<file path="src/rtl/uart_rx_param.sv">
// rtl/uart_rx_param.sv - parameterised UART receiver with parity, stop-bit and overrun reporting
module uart_rx_param #(
    parameter int CLKS_PER_BIT = 16,
    parameter int DATA_BITS    = 8,
    parameter int PARITY_MODE  = 0,
    parameter int STOP_BITS    = 1
) (
    input  logic                 clk,
    input  logic                 reset,
    input  logic                 rx_i,
    output logic [DATA_BITS-1:0] data,
    output logic                 ready,
    input  logic                 reset_ready,
    output logic                 parity_err,
    output logic                 frame_err,
    output logic                 overrun
);

    localparam int TW = (CLKS_PER_BIT > 1) ? $clog2(CLKS_PER_BIT) : 1;
    localparam int BW = $clog2(DATA_BITS + 1);

    localparam logic [TW-1:0] TICK_MID  = TW'(CLKS_PER_BIT / 2 - 1);
    localparam logic [TW-1:0] TICK_END  = TW'(CLKS_PER_BIT - 1);
    localparam logic [BW-1:0] LAST_DATA = BW'(DATA_BITS - 1);
    localparam logic [BW-1:0] LAST_STOP = BW'(STOP_BITS - 1);

    typedef enum logic [2:0] {
        IDLE,
        START,
        DATA,
        PARITY,
        STOP
    } state_t;

    state_t               state;
    logic                 rx_meta;
    logic                 rxs;
    logic [TW-1:0]        tick;
    logic [BW-1:0]        bit_idx;
    logic [DATA_BITS-1:0] shreg;
    logic                 perr_acc;
    logic                 fe_acc;

    // Two-flop synchronizer; flops reset to the idle line level so reset never looks like a start bit
    always_ff @(posedge clk) begin
        if (reset) begin
            rx_meta <= 1'b1;
            rxs     <= 1'b1;
        end else begin
            rx_meta <= rx_i;
            rxs     <= rx_meta;
        end
    end

    // Frame FSM plus the consumer handshake; a completion always wins over an acknowledge on ready
    always_ff @(posedge clk) begin
        if (reset) begin
            state      <= IDLE;
            tick       <= '0;
            bit_idx    <= '0;
            shreg      <= '0;
            perr_acc   <= 1'b0;
            fe_acc     <= 1'b0;
            data       <= '0;
            ready      <= 1'b0;
            parity_err <= 1'b0;
            frame_err  <= 1'b0;
            overrun    <= 1'b0;
        end else begin
            if (reset_ready) begin
                ready   <= 1'b0;
                overrun <= 1'b0;
            end

            case (state)
                IDLE: begin
                    tick     <= '0;
                    bit_idx  <= '0;
                    perr_acc <= 1'b0;
                    fe_acc   <= 1'b0;
                    if (!rxs) begin
                        state <= START;
                    end
                end

                START: begin
                    if (tick == TICK_MID) begin
                        tick  <= '0;
                        state <= rxs ? IDLE : DATA;
                    end else begin
                        tick <= tick + TW'(1);
                    end
                end

                DATA: begin
                    if (tick == TICK_END) begin
                        tick  <= '0;
                        shreg <= {rxs, shreg[DATA_BITS-1:1]};
                        if (bit_idx == LAST_DATA) begin
                            bit_idx <= '0;
                            state   <= (PARITY_MODE != 0) ? PARITY : STOP;
                        end else begin
                            bit_idx <= bit_idx + BW'(1);
                        end
                    end else begin
                        tick <= tick + TW'(1);
                    end
                end

                PARITY: begin
                    if (tick == TICK_END) begin
                        tick <= '0;
                        // Even: the line bit must equal the data XOR; odd: its inverse
                        if (PARITY_MODE == 2) begin
                            perr_acc <= (rxs == (^shreg));
                        end else begin
                            perr_acc <= (rxs != (^shreg));
                        end
                        state <= STOP;
                    end else begin
                        tick <= tick + TW'(1);
                    end
                end

                STOP: begin
                    if (tick == TICK_END) begin
                        tick <= '0;
                        if (bit_idx == LAST_STOP) begin
                            bit_idx    <= '0;
                            state      <= IDLE;
                            data       <= shreg;
                            parity_err <= perr_acc;
                            frame_err  <= fe_acc | ~rxs;
                            ready      <= 1'b1;
                            // Coinciding acknowledge leaves overrun as it was
                            overrun    <= overrun | (ready & ~reset_ready);
                        end else begin
                            fe_acc  <= fe_acc | ~rxs;
                            bit_idx <= bit_idx + BW'(1);
                        end
                    end else begin
                        tick <= tick + TW'(1);
                    end
                end

                default: begin
                    state <= IDLE;
                end
            endcase
        end
    end

endmodule

</file>
<file path="config.mk">
export PLATFORM = sky130hd
export DESIGN_NAME = uart_rx_param
export DESIGN_NICKNAME = d
export VERILOG_FILES = /design/src/rtl/uart_rx_param.sv
export SDC_FILE = /design/constraint.sdc
export NUM_CORES = 1
export LEC_CHECK = 0
export ABC_AREA = 1
export ABC_CLOCK_PERIOD_IN_PS = 1550
export CAP_MARGIN = 10
export CORE_ASPECT_RATIO = 1.5
export CORE_UTILIZATION = 56
export DETAILED_ROUTE_END_ITERATION = 16
export PLACE_DENSITY_LB_ADDON = 0.15
export SLEW_MARGIN = 20
export SYNTH_ARGS = -nofsm -noshare
export SYNTH_HDL_FRONTEND = slang
export SYNTH_SLANG_ARGS = --single-unit
</file>
<file path="constraint.sdc">
create_clock -name clk -period 1.55 [get_ports clk]
set_input_delay 0.2325 -clock clk [delete_from_list [all_inputs] [get_ports clk]]
set_output_delay 0.2325 -clock clk [all_outputs]
set_load 0.05 [all_outputs]
</file>
# ---- After elaboration in Yosys (flattened, before gate mapping)
# Cells that the tools add are included.
dict set report totals {
  word_cells 80
  inputBits 4
  output_inout_bits 12
  reg_bits 35
}
dict set report classes {
  reduce_logical 14
  bitwise_logic 5
  eq_ne 16
  n_addsub 2
  muxes 30
}
# cell count
set ops {}
lappend ops {{$mux W4} 6}
lappend ops {{$pmux W4 S3} 2}
lappend ops {{$mux W3} 7}
lappend ops {{$ne A2 B2 Y1 const B} 8}
lappend ops {{$pmux W3 S5} 1}
lappend ops {{$mux W1} 11}
lappend ops {{$reduce_and A3 Y1} 3}
lappend ops {{$add A4 B1 Y4 const B} 2}
lappend ops {{$eq A4 B3 Y1 const B} 2}
lappend ops {{$reduce_xor A8 Y1} 1}
lappend ops {{$reduce_and A7 Y1} 1}
lappend ops {{$eq A3 B2 Y1 const B} 2}
lappend ops {{$reduce_bool A3 Y1} 2}
lappend ops {{$eq A4 B4 Y1 const B} 1}
lappend ops {{$logic_not A4 Y1} 1}
lappend ops {{$pmux W1 S2} 2}
lappend ops {{$reduce_and A2 Y1} 2}
lappend ops {{$reduce_bool A2 Y1} 2}
lappend ops {{$eq A3 B1 Y1 const B} 1}
lappend ops {{$eq A3 B3 Y1 const B} 1}
lappend ops {{$logic_not A3 Y1} 1}
lappend ops {{$reduce_or A3 Y1} 1}
lappend ops {{$mux W2} 1}
lappend ops {{$not A1 Y1} 2}
lappend ops {{other kinds (3)} 4}

# ---- Depth between registers and ports, before layout
dict set report depth {
  ltp_word 6
  mapped_depth 10
  mapped_depth_nobuf 10
}

# ---- Worst setup path before layout
# Ideal clock, no wire load.
dict set report synth_timing {
  kind {reg-to-reg}
  start {register tick[0]}
  end {register state[2]}
  period_less_slack_ns 1.316
  setup_slack_ns 0.234
  stages_incl_launch_ff 9
  required_time_ns 1.419
  setup_time_ns 0.131
  t_arrival_ns 1.185
  cell_sequence {dfxtp_1 > ha_1 > nand3_4 > nand2_2 > nand2_2 > nor2_4 > nand2_2 > nand2_1 > a21oi_1}
}
dict set report synth_between {
  elab_chain_len 3
  word_cells_on_any_way 7
  classes_between {eq/ne: 6; reduce/logical: 1}
}
# element line_no
set synth_lines {}
lappend synth_lines {{start, declared} 38} ;# logic [TW-1:0] tick;
lappend synth_lines {{start signal, assigned} 91} ;# tick <= tick + TW'(1);
lappend synth_lines {{start signal, assigned} 106} ;# tick <= tick + TW'(1);
lappend synth_lines {{start signal, assigned} 121} ;# tick <= tick + TW'(1);
lappend synth_lines {{$eq A4 B4 Y1 / $eq A4 B3 Y1 (equally long branches)} -}
lappend synth_lines {{$ne A2 B2 Y1 (no line)} -}
lappend synth_lines {{$reduce_and A7 Y1 (no line) *} -}
lappend synth_lines {{end signal, assigned} 89} ;# state <= rxs ? IDLE : DATA;
lappend synth_lines {{end signal, assigned} 101} ;# state <= (PARITY_MODE != 0) ? PARITY : STOP;
lappend synth_lines {{end, declared} 35} ;# state_t state;
# Mark *: on every way between the ends. The rest lies on a longest branch, timed or not.
# A chain may end at the register's enable or synchronous reset.

# ---- Worst setup path in the final report
dict set report layout_timing {
  start {register tick[0]}
  end {register state[0]}
}
# The elaborated chain is that of the path after synthesis.

==> summary.md <==
| Metric | Value |
|---|---|
| DR vias | 1508 |
| Final hold viol count | 0 |
| Total Wirelength | ~3500 um |
| Slew of the pin with the lowest slew margin | 0.6236 ns |
| Hold Path Depth | 1 |
| Worst EP required | 1.73 ns |
| Highest-count cells in the layout ignoring fill and taps | nand2_1 (42), dfxtp_1 (35), nor2_1 (29) |
| M1 wire length | 1453 um |
| Reg2Reg Setup Slack | 0.10 ns |
| Drt pass-1 iters | 4 |
| Post-layout min period | 1.449 ns |
| Outcome | finished clean |
| Largest net degree at the start of global routing | 25 |
| Register area | roughly 700 um2 |
| Critical Path Fanout Max | 7 |
| Max_slew headroom | 0.5838 |
| Vias in the first global route | 1399 |
| CP Class | register to register |
| Startpoint types | register |
| Cells along the critical path | ha_2 -> nand3_4 -> nand2_1 -> nand2_2 -> nor2_4 -> nand2_2 -> nand2_1 -> a21oi_1 |
| Initial Util | 0.5885 |
| Top sig layer | met4 |
| Htree depth | 2 |
| Slowest stage cell, crit path | dfxtp_1 |
| Unrepaired setup endpoints after global routing | yes |
| Final ANT Viol Nets | 0 |
| Hold-fix buffers at CTS | 0 |
| Netlist cell types | 27 |
| Synth Register Bits | 35 |
| Multi-input gate area | 869.6 um2 |
| Total congestion overflow | 0 |
| Longest Clk Path Bufs | 2 |
| VDD IR max | 0.7788 mV |
| Warning count from the yosys run | 0 |
| Pwr Total | 0.001808 W |
| Max-Cap Viols | 0 |
| Largest area contributor in the netlist | dfxtp_1 |
| Met2 routed WL | 1855 um |
| Clock skew | approximately 0.0037 ns |
| Full die area | 3258 um2 |
| Initial DRC count | 30 |
| Post-placement cell count | 289 |
| Leak Pwr | 0.9358 nW |
| Crit path largest cell delay | roughly 0.36 ns |
| Worst Hold Endpoint | rxs |
| N_diodes | 0 |
| Hold wc startpoint | rx_meta |
| Worst-path clk slew | about 0.07 ns |
| Drt wl/cell | 11.58 um |
| GPL Wtd Cong | 0.8669 |
| Synthesized Nets | 244 |
| Routed vias/inst | 5.027 |
| Mapped Area | 1697 um2 |
| First-pass GRT wire length | 5699 um |
| CTS sink count | 35 |
| Fin crit share | 0.9347 |
| Metal3 WL | 99 um |
| Number of core rows | 24 |
| # setup viols final | 0 |
| Commonest non-fill, non-tap cell in the layout | nand2_1 |
| Launch point of the worst reg-to-reg path | tick[0] |
| Nets | around 270 |
| Gr usage total | 0.2447 |
| Syn-to-layout area delta | 17.48% |
| FF-to-FF End | state[0] |
| Initial antenna violation count | 0 |
| Area of the core | 2883 um2 |
| Share of layout cells above drive strength 1 | 0.1992 |
| Non-filler instance count after layout | 300 |
| Slew Viols, Final | 0 |
| Post-DP HPWL | 2435 um |
| Cell count after synthesis | 237 |
| Die Span X | between 40 and 50 um |
| DRC | 0 |
| PwrDens | 907.3 nW/um2 |
| Syn avg cell area | 7.159 um2 |
| Clock Tree Root | clkbuf_8 |
| # IOs | 16 |
| Worst-Skew Late Latency | 0.28 ns |
| CTS tree | done |
| Endpoint type of the worst setup path | register |
| Total CTS buffers | 5 |
| Fillcell total | 276 |
| Min-delay worst type | register to register |
| Die Y-Extent | around 69 um |
| Synth top area share | 0.4130 |
| Ranking of synthesized cells by area | dfxtp_1 (41%), nand2_1 (9.3%), a21oi_1 (7.4%), nor2_1 (6.4%), inv_1 (5.8%) |
| Fmax | 690.2 MHz |
| Seq/Total Area, Yosys | 0.4130 |
| Arrival time at the worst endpoint | 1.63 ns |
| IO Port Bufs | 15 |
| Reg2Reg Depth | 8 |
-- worst max path at each step --
stage | startpoint | end | slack [ns] | cells past startpoint
global route | state[1] | shreg[0] | -0.01 | 7
CTS | tick[0] | bit_idx[3] | 0.09 | 8
detailed placement | reset | data[1] | 0.0004 | 4
finish | tick[0] | state[0] | 0.10 | 8
floorplan | tick[0] | state[2] | 0.23 | 8
global placement | reset | shreg[3] | 0.06 | 4
-- cell families (layout without fill, tap and decap cells) --
group | count (synthesis) | after routing | share of synthesized area
buffers and inverters | 37 | 61 | 0.08923
XOR/XNOR | 3 | 3 | 0.01549
AND/OR/NAND/NOR | 107 | 107 | 0.3024
flip-flops | 35 | 35 | 0.4130
adder cells (fa/ha/maj) | 3 | 3 | 0.02213
AO/OA/AOI/OAI | 52 | 52 | 0.1578
-- routing by layer --
layer  track usage  up-vias
met1        0.2529      680
met3       0.06250        7
met4        0.1333        0
li1              -      802
met2        0.4182       19
met5             0        -
-- critical path: cells and delay by family, from the launching register on --
| family | cells | cell delay (ns) |
|---|---|---|
| compound gates | 1 | 0.05 |
| fa+ha+maj | 1 | 0.23 |
| flops | 1 | 0.36 |
| simple gates | 6 | 0.68 |
-- report_power, final --
group | internal, W | switching, W | total [W] | leakage (nW)
logic | 0.0000877 | 0.000141 | 0.000228 | 0.611
registers | 0.000922 | 0.0000258 | 0.000948 | 0.283
clock network | 0.000315 | 0.000317 | 0.000632 | 0.0422
total | 0.00133 | 0.000483 | 0.00181 | 0.936
-- stage by stage --
step	utilization	setup TNS, ns	hold WS (ns)	cell area, um2	setup slack (ns)
3_5_place_dp	0.6441	0	0.3983	1857	0.0003648
5_1_grt	0.6914	-0.04963	0.4411	1993	-0.01487
2_1_floorplan	-	0	0.3363	1697	0.2339
6_report	0.6914	0	0.4112	1993	0.1012
3_3_place_gp	0.6441	0	0.3914	1857	0.05653
4_1_cts	0.6723	0	0.4146	1938	0.09067
-- area by class of cell --
| class | count | area share |
|---|---|---|
| timing repair buffer | 21 | 0.08663 |
| sequential | 35 | 0.3515 |
| multi-input combinational | 165 | 0.4363 |
| clock inverter | 1 | 0.002511 |
| tap | 39 | 0.02448 |
| clock buffer | 7 | 0.03829 |
| inverter | 32 | 0.06026 |
-- Yosys cell counts --
cell type and instances:
o21ai_0 18, o21a_1 1, nand3_2 1, dfxtp_1 35, or2_2 2, nor2_4 2
o211ai_1 2, nand2_2 9, buf_4 1, inv_1 26, nand3_1 13, nor2_1 29
xor2_1 1, nor3_1 1, a21oi_1 25, nand3_4 1, clkbuf_2 1, clkbuf_1 2
xnor2_1 2, inv_2 5, clkinv_1 1, buf_6 1, nor2_2 6, ha_1 3
o21ai_1 6, nand2_1 42, nor2_8 1
-- repair_timing --
action	4_1_cts	5_1_grt
gates resized for setup	0	8
buffers inserted	0	3
endpoints found under the setup margin	0	8
-- flip-flops by register name, summed over array words and instances (netlist names), 3 cells and up --
signal   cells
tick         4
shreg        8
state        3
data         8
bit_idx      4
(Power assumes the default switching activity.)
==> edit 1: new RTL, same flow settings <==
Re-encode `state_t` (5 states) as Gray code, 3 bits wide.
--- a/src/rtl/uart_rx_param.sv
+++ b/src/rtl/uart_rx_param.sv
@@ -25,11 +25,11 @@
     localparam logic [BW-1:0] LAST_STOP = BW'(STOP_BITS - 1);
 
     typedef enum logic [2:0] {
-        IDLE,
-        START,
-        DATA,
-        PARITY,
-        STOP
+        IDLE   = 3'b000,
+        START  = 3'b001,
+        DATA   = 3'b011,
+        PARITY = 3'b010,
+        STOP   = 3'b110
     } state_t;
 
     state_t               state;
Behaviour: same outputs for any inputs over 10 cycles, from zero or initial values and one cycle with reset high; not proved beyond that.
==> edit 1 against the original RTL <==
  * Sequential cell count is the same
  * Worst hold slack lost 0.0057 ns
  * Cell area grew 1.1%
  * Sequential share of layout area shrank 0.33 points
  * Utilization grew 0.78 points
  * Synthesized area shrank 1.0%
  * Count of clock-buffer cells in the layout is the same
  * Clock skew grew 0.0049 ns
  * Worst setup slack lost 0.0097 ns
  * Routed wire length grew 0.89%
Power is not compared: it rests on default switching activity, and its combinational part moved more than twofold at a synthesized area within 25%.
==> edit 1: results <==
metrics = {
    "cells_and_area": {
        "nFillCells": 261,
        "antennaDiodeCount": 0,
        "final_nets": 270,
        "layout-drive-gt1-share": 0.197,
        "largestRegisters": "data x8, shreg x8",
    },
    "clock_network": {
        "clk_latency_ns": 0.29,
        "path_clk_slew_ns": 0.07,
        "cts_made_buffers": 5,
    },
    "place": {
        "detailedPlace.worstSlack_ns": -0.0223,
        "gp_congestion": 0.907,
        "placed_cells": 294,
        "numPortBuffers": 15,
        "postPlaceCellArea_um2": 1890,
        "dp_hpwl_um": 2530,
    },
    "synthesis": {
        "syn_avg_cell_area_um2": 7.11,
        "synth_warnings": 0,
        "postSynth.asyncResetShare": 0,
        "synth_area_leaders": "dfxtp_1, nand2_1, nor2_1",
        "synthFlopType": "dfxtp_1",
        "synth_cell_types": 27,
        "yosys-top-cells-count": "nand2_1, nor2_1, dfxtp_1",
        "syn_nets": 243,
        "ys_seq_area_frac": 0.417,
    },
    "critical_path": {
        "crit_fanout": 5,
        "cp_slowest_stage_delay_ns": 0.33,
        "cp_top_family": "simple AND/OR/NAND/NOR gates",
        "slowest_stage": "dfxtp_1",
        "crit_arrival_ns": 1.64,
    },
    "global_route": {
        "grt_max_degree": 26,
        "antenna_found_initial": 0,
        "grt_pass1_wl_um": 5660,
        "grt_pass1_vias": 1385,
        "grt_usage": 0.241,
    },
    "route": {
        "vias_per_cell": 5.05,
        "drt-initial-drc-count": 24,
        "drt-met1-wl_um": 1400,
        "wl_um": 3500,
        "wl_per_cell_um": 11.6,
        "wl_met3_um": 87,
        "wl_met2_um": 1880,
        "top_layer_used": "met4",
    },
    "sta": {
        "skew_ns": 0.00862,
        "tightest_slew_ns": 0.248,
        "finalSetupViolCount": 0,
        "finalMaxSlewViolations": 0,
    },
    "pwr": {
        "peakVddDrop_mv": 1.01,
        "leakagePower_nw": 0.919,
    },
    "min_path": {
        "hold_path_class": "reg2reg",
    },
    "status": {
        "status": "complete, no violations",
    },
}
==> edit 1: changes by cell type after synthesis, sizes merged, moves of 3 or more <==
cell   before  now
xor2        1    4
inv        31   26
nor2       38   43
a21oi      25   22
nand2      51   57
nand3      15    9
==> edit 1: area by class of cell <==
| class | instances | area [um2] | share of cell area |
|---|---|---|---|
| clock buffers | 7 | 96.3 | 0.0478 |
| clock inverters | 1 | 7.51 | 0.00372 |
| inverters | 26 | 103 | 0.0509 |
| multi-input cells | 170 | 851 | 0.422 |
| flip-flops and latches | 35 | 702 | 0.348 |
| well taps | 39 | 48.8 | 0.0242 |
| repair buffers | 25 | 208 | 0.103 |
==> edit 1: timing repair <==
item / 4_1_cts / 5_1_grt
hold endpoints to repair: 0 / 0
setup endpoints to repair: 3 / 17
resized for setup: 1 / 5
buffers inserted: 0 / 1
pin swaps: 0 / 1
==> edit 1: path summary, 6_finish.rpt <==
check	startpoint	end	slack (ns)	cells past startpoint
worst min register to register	rx_meta	rxs	0.41	1
worst min-delay path	rx_meta	rxs	0.41	1
worst max-delay path	bit_idx[0]	state[0]	0.09	9
worst max register to register	bit_idx[0]	state[0]	0.09	9
==> edit 1: routing by layer <==
metal  global-route usage  up-vias
met5                    0        -
met4                0.143        0
met3               0.0471       14
met2                0.410       28
met1                0.252      687
li1                     -      800
==> edit 1: cells by family after synthesis <==
kind of cell | Yosys count | share of synthesized area
xor gates and xnor gates | 5 | 0.0261
adders and majority gates | 3 | 0.0224
DFF | 35 | 0.417
buffers and inverters | 31 | 0.0835
AOI/OAI and AO/OA | 48 | 0.147
and+or+nand+nor | 114 | 0.304
==> edit 1: power breakdown <==
group / internal, mW / switching [mW] / total [mW]
clock network: 0.404 / 0.331 / 0.735
logic: 0.270 / 0.452 / 0.722
registers: 0.975 / 0.0629 / 1.04
==> edit 2: new RTL, same flow settings <==
Made on the original files. `DATA_BITS`: 8 -> 16.
--- a/src/rtl/uart_rx_param.sv
+++ b/src/rtl/uart_rx_param.sv
@@ -1,7 +1,7 @@
 // rtl/uart_rx_param.sv - parameterised UART receiver with parity, stop-bit and overrun reporting
 module uart_rx_param #(
     parameter int CLKS_PER_BIT = 16,
-    parameter int DATA_BITS    = 8,
+    parameter int DATA_BITS    = 16,
     parameter int PARITY_MODE  = 0,
     parameter int STOP_BITS    = 1
 ) (
Interface: changed (resized data); port bits go from 16 to 24. The function was not compared with the original's and may differ.
==> edit 2 against the original RTL <==
  * The flow now finishes with violations (setup timing)
  * Clock power increased by 29%
  * Non-clock buffer count increased by 23
  * Worst setup slack got worse by 0.12 ns
  * Synthesized area increased by 49%
  * Power increased by 110%
  * Routed wire length increased by 51%
  * Global-route usage decreased by 3.0 points
  * Sequential cell count increased by 17
  * Cell area increased by 55%
  * Critical path type unchanged
==> edit 2: results <==
metrics = {
    "status": {
        "status": "finished, violations left",
        "violations": "setup timing",
    },
    "place": {
        "gp_congestion": 0.952,
        "dp_hpwl_um": 3480,
        "numPortBuffers": 23,
        "postPlaceCellArea_um2": 2820,
        "placed_cells": 420,
        "detailedPlace.worstSlack_ns": -0.0601,
    },
    "route": {
        "vias": 2239,
        "drt-initial-drc-count": 82,
        "vias_per_cell": 5.12,
    },
    "cells_and_area": {
        "multi_input_area_um2": 1270,
        "final_nets": 399,
        "largestRegisters": "data x16, shreg x16, bit_idx x5",
        "layout-drive-gt1-share": 0.261,
        "nFillCells": 376,
    },
    "sta": {
        "worst_hold_slack_ns": 0.435,
        "finalSetupViolCount": 4,
        "skew_ns": 0.00903,
        "fin_ws_ns": -0.0201,
        "tns_ns": -0.0462,
        "tightest_slew_ns": 0.256,
    },
    "clock_network": {
        "path_clk_slew_ns": 0.09,
        "clk_latency_ns": 0.31,
    },
    "pwr": {
        "total_power_mw": 3.71,
        "peakVddDrop_mv": 1.01,
        "leakagePower_nw": 1.39,
        "seq_cell_power_mw": 1.53,
        "clk-power_mw": 0.817,
        "p_switching_mw": 1.38,
    },
    "synthesis": {
        "ys_seq_area_frac": 0.412,
        "synth_area_leaders": "dfxtp_1, nand2_1, a21oi_1",
        "postSynth.asyncResetShare": 0,
        "yosys-top-cells-count": "nand2_1, inv_1, dfxtp_1",
        "syn_nets": 360,
    },
    "global_route": {
        "grt_max_degree": 40,
        "grt_usage": 0.214,
        "grt_pass1_vias": 1993,
        "grt_pass1_wl_um": 8050,
    },
    "critical_path": {
        "slowest_stage": "dfxtp_4",
        "crit_fanout": 4,
        "cp_slowest_stage_delay_ns": 0.38,
        "critPathLaunch": "bit_idx[0]",
    },
}
-- edit 2: cell count changes after synthesis, moves of 8 or more --
cell,delta
inv_1,+33
a21oi_1,+20
dfxtp_1,+17
nor2_1,-13
nand2_1,+31
o21ai_0,+22
nand3_1,-8
-- edit 2: critical path: cells and delay by family (launching register included) --
kind | cells | cell delay [ns]
DFF | 1 | 0.38
and+or+nand+nor | 3 | 0.38
AOI/OAI and AO/OA | 3 | 0.35
adders and majority gates | 1 | 0.20
buffers and inverters | 2 | 0.18
-- edit 2: final timing paths --
path,endpoint,cells past startpoint
worst max-delay path,fe_acc,9
worst min-delay path,rxs,1
worst max register to register,fe_acc,9
worst min register to register,rxs,1
-- edit 2: layout make-up --
class	instances	share of cell area
clock buffers	7	0.0279
clock inverters	1	0.00243
inverters	63	0.0773
multi-input cells	224	0.412
flip-flops and latches	52	0.340
well taps	46	0.0186
repair buffers	44	0.122
-- edit 2: routing by layer --
metal / vias up / part of all wire / GRT usage / wire length [um]
met5: - / 0 / 0 / 0
met4: 0 / 0.020 / 0.109 / 105
met3: 9 / 0.017 / 0.0431 / 90
met2: 20 / 0.57 / 0.419 / 2980
met1: 1023 / 0.40 / 0.204 / 2080
li1: 1187 / - / - / -
-- edit 2: kinds of logic (layout without fill, tap and decap cells) --
logic type / Yosys count / in the layout / synth area share
buffers and inverters: 75 / 115 / 0.123
AND/OR/NAND/NOR: 116 / 116 / 0.209
XOR/XNOR: 5 / 5 / 0.0173
flip-flops: 52 / 52 / 0.412
AO/OA/AOI/OAI: 98 / 98 / 0.214
adder cells (fa/ha/maj): 5 / 5 / 0.0248
-- edit 2: repair_timing --
action                     in CTS  in global routing
pin swaps                       0                  9
hold buffers                    0                  0
setup endpoints to repair       3                 20
setup buffers                   0                  8
resized for setup               3                 47
cloned                          0                  1
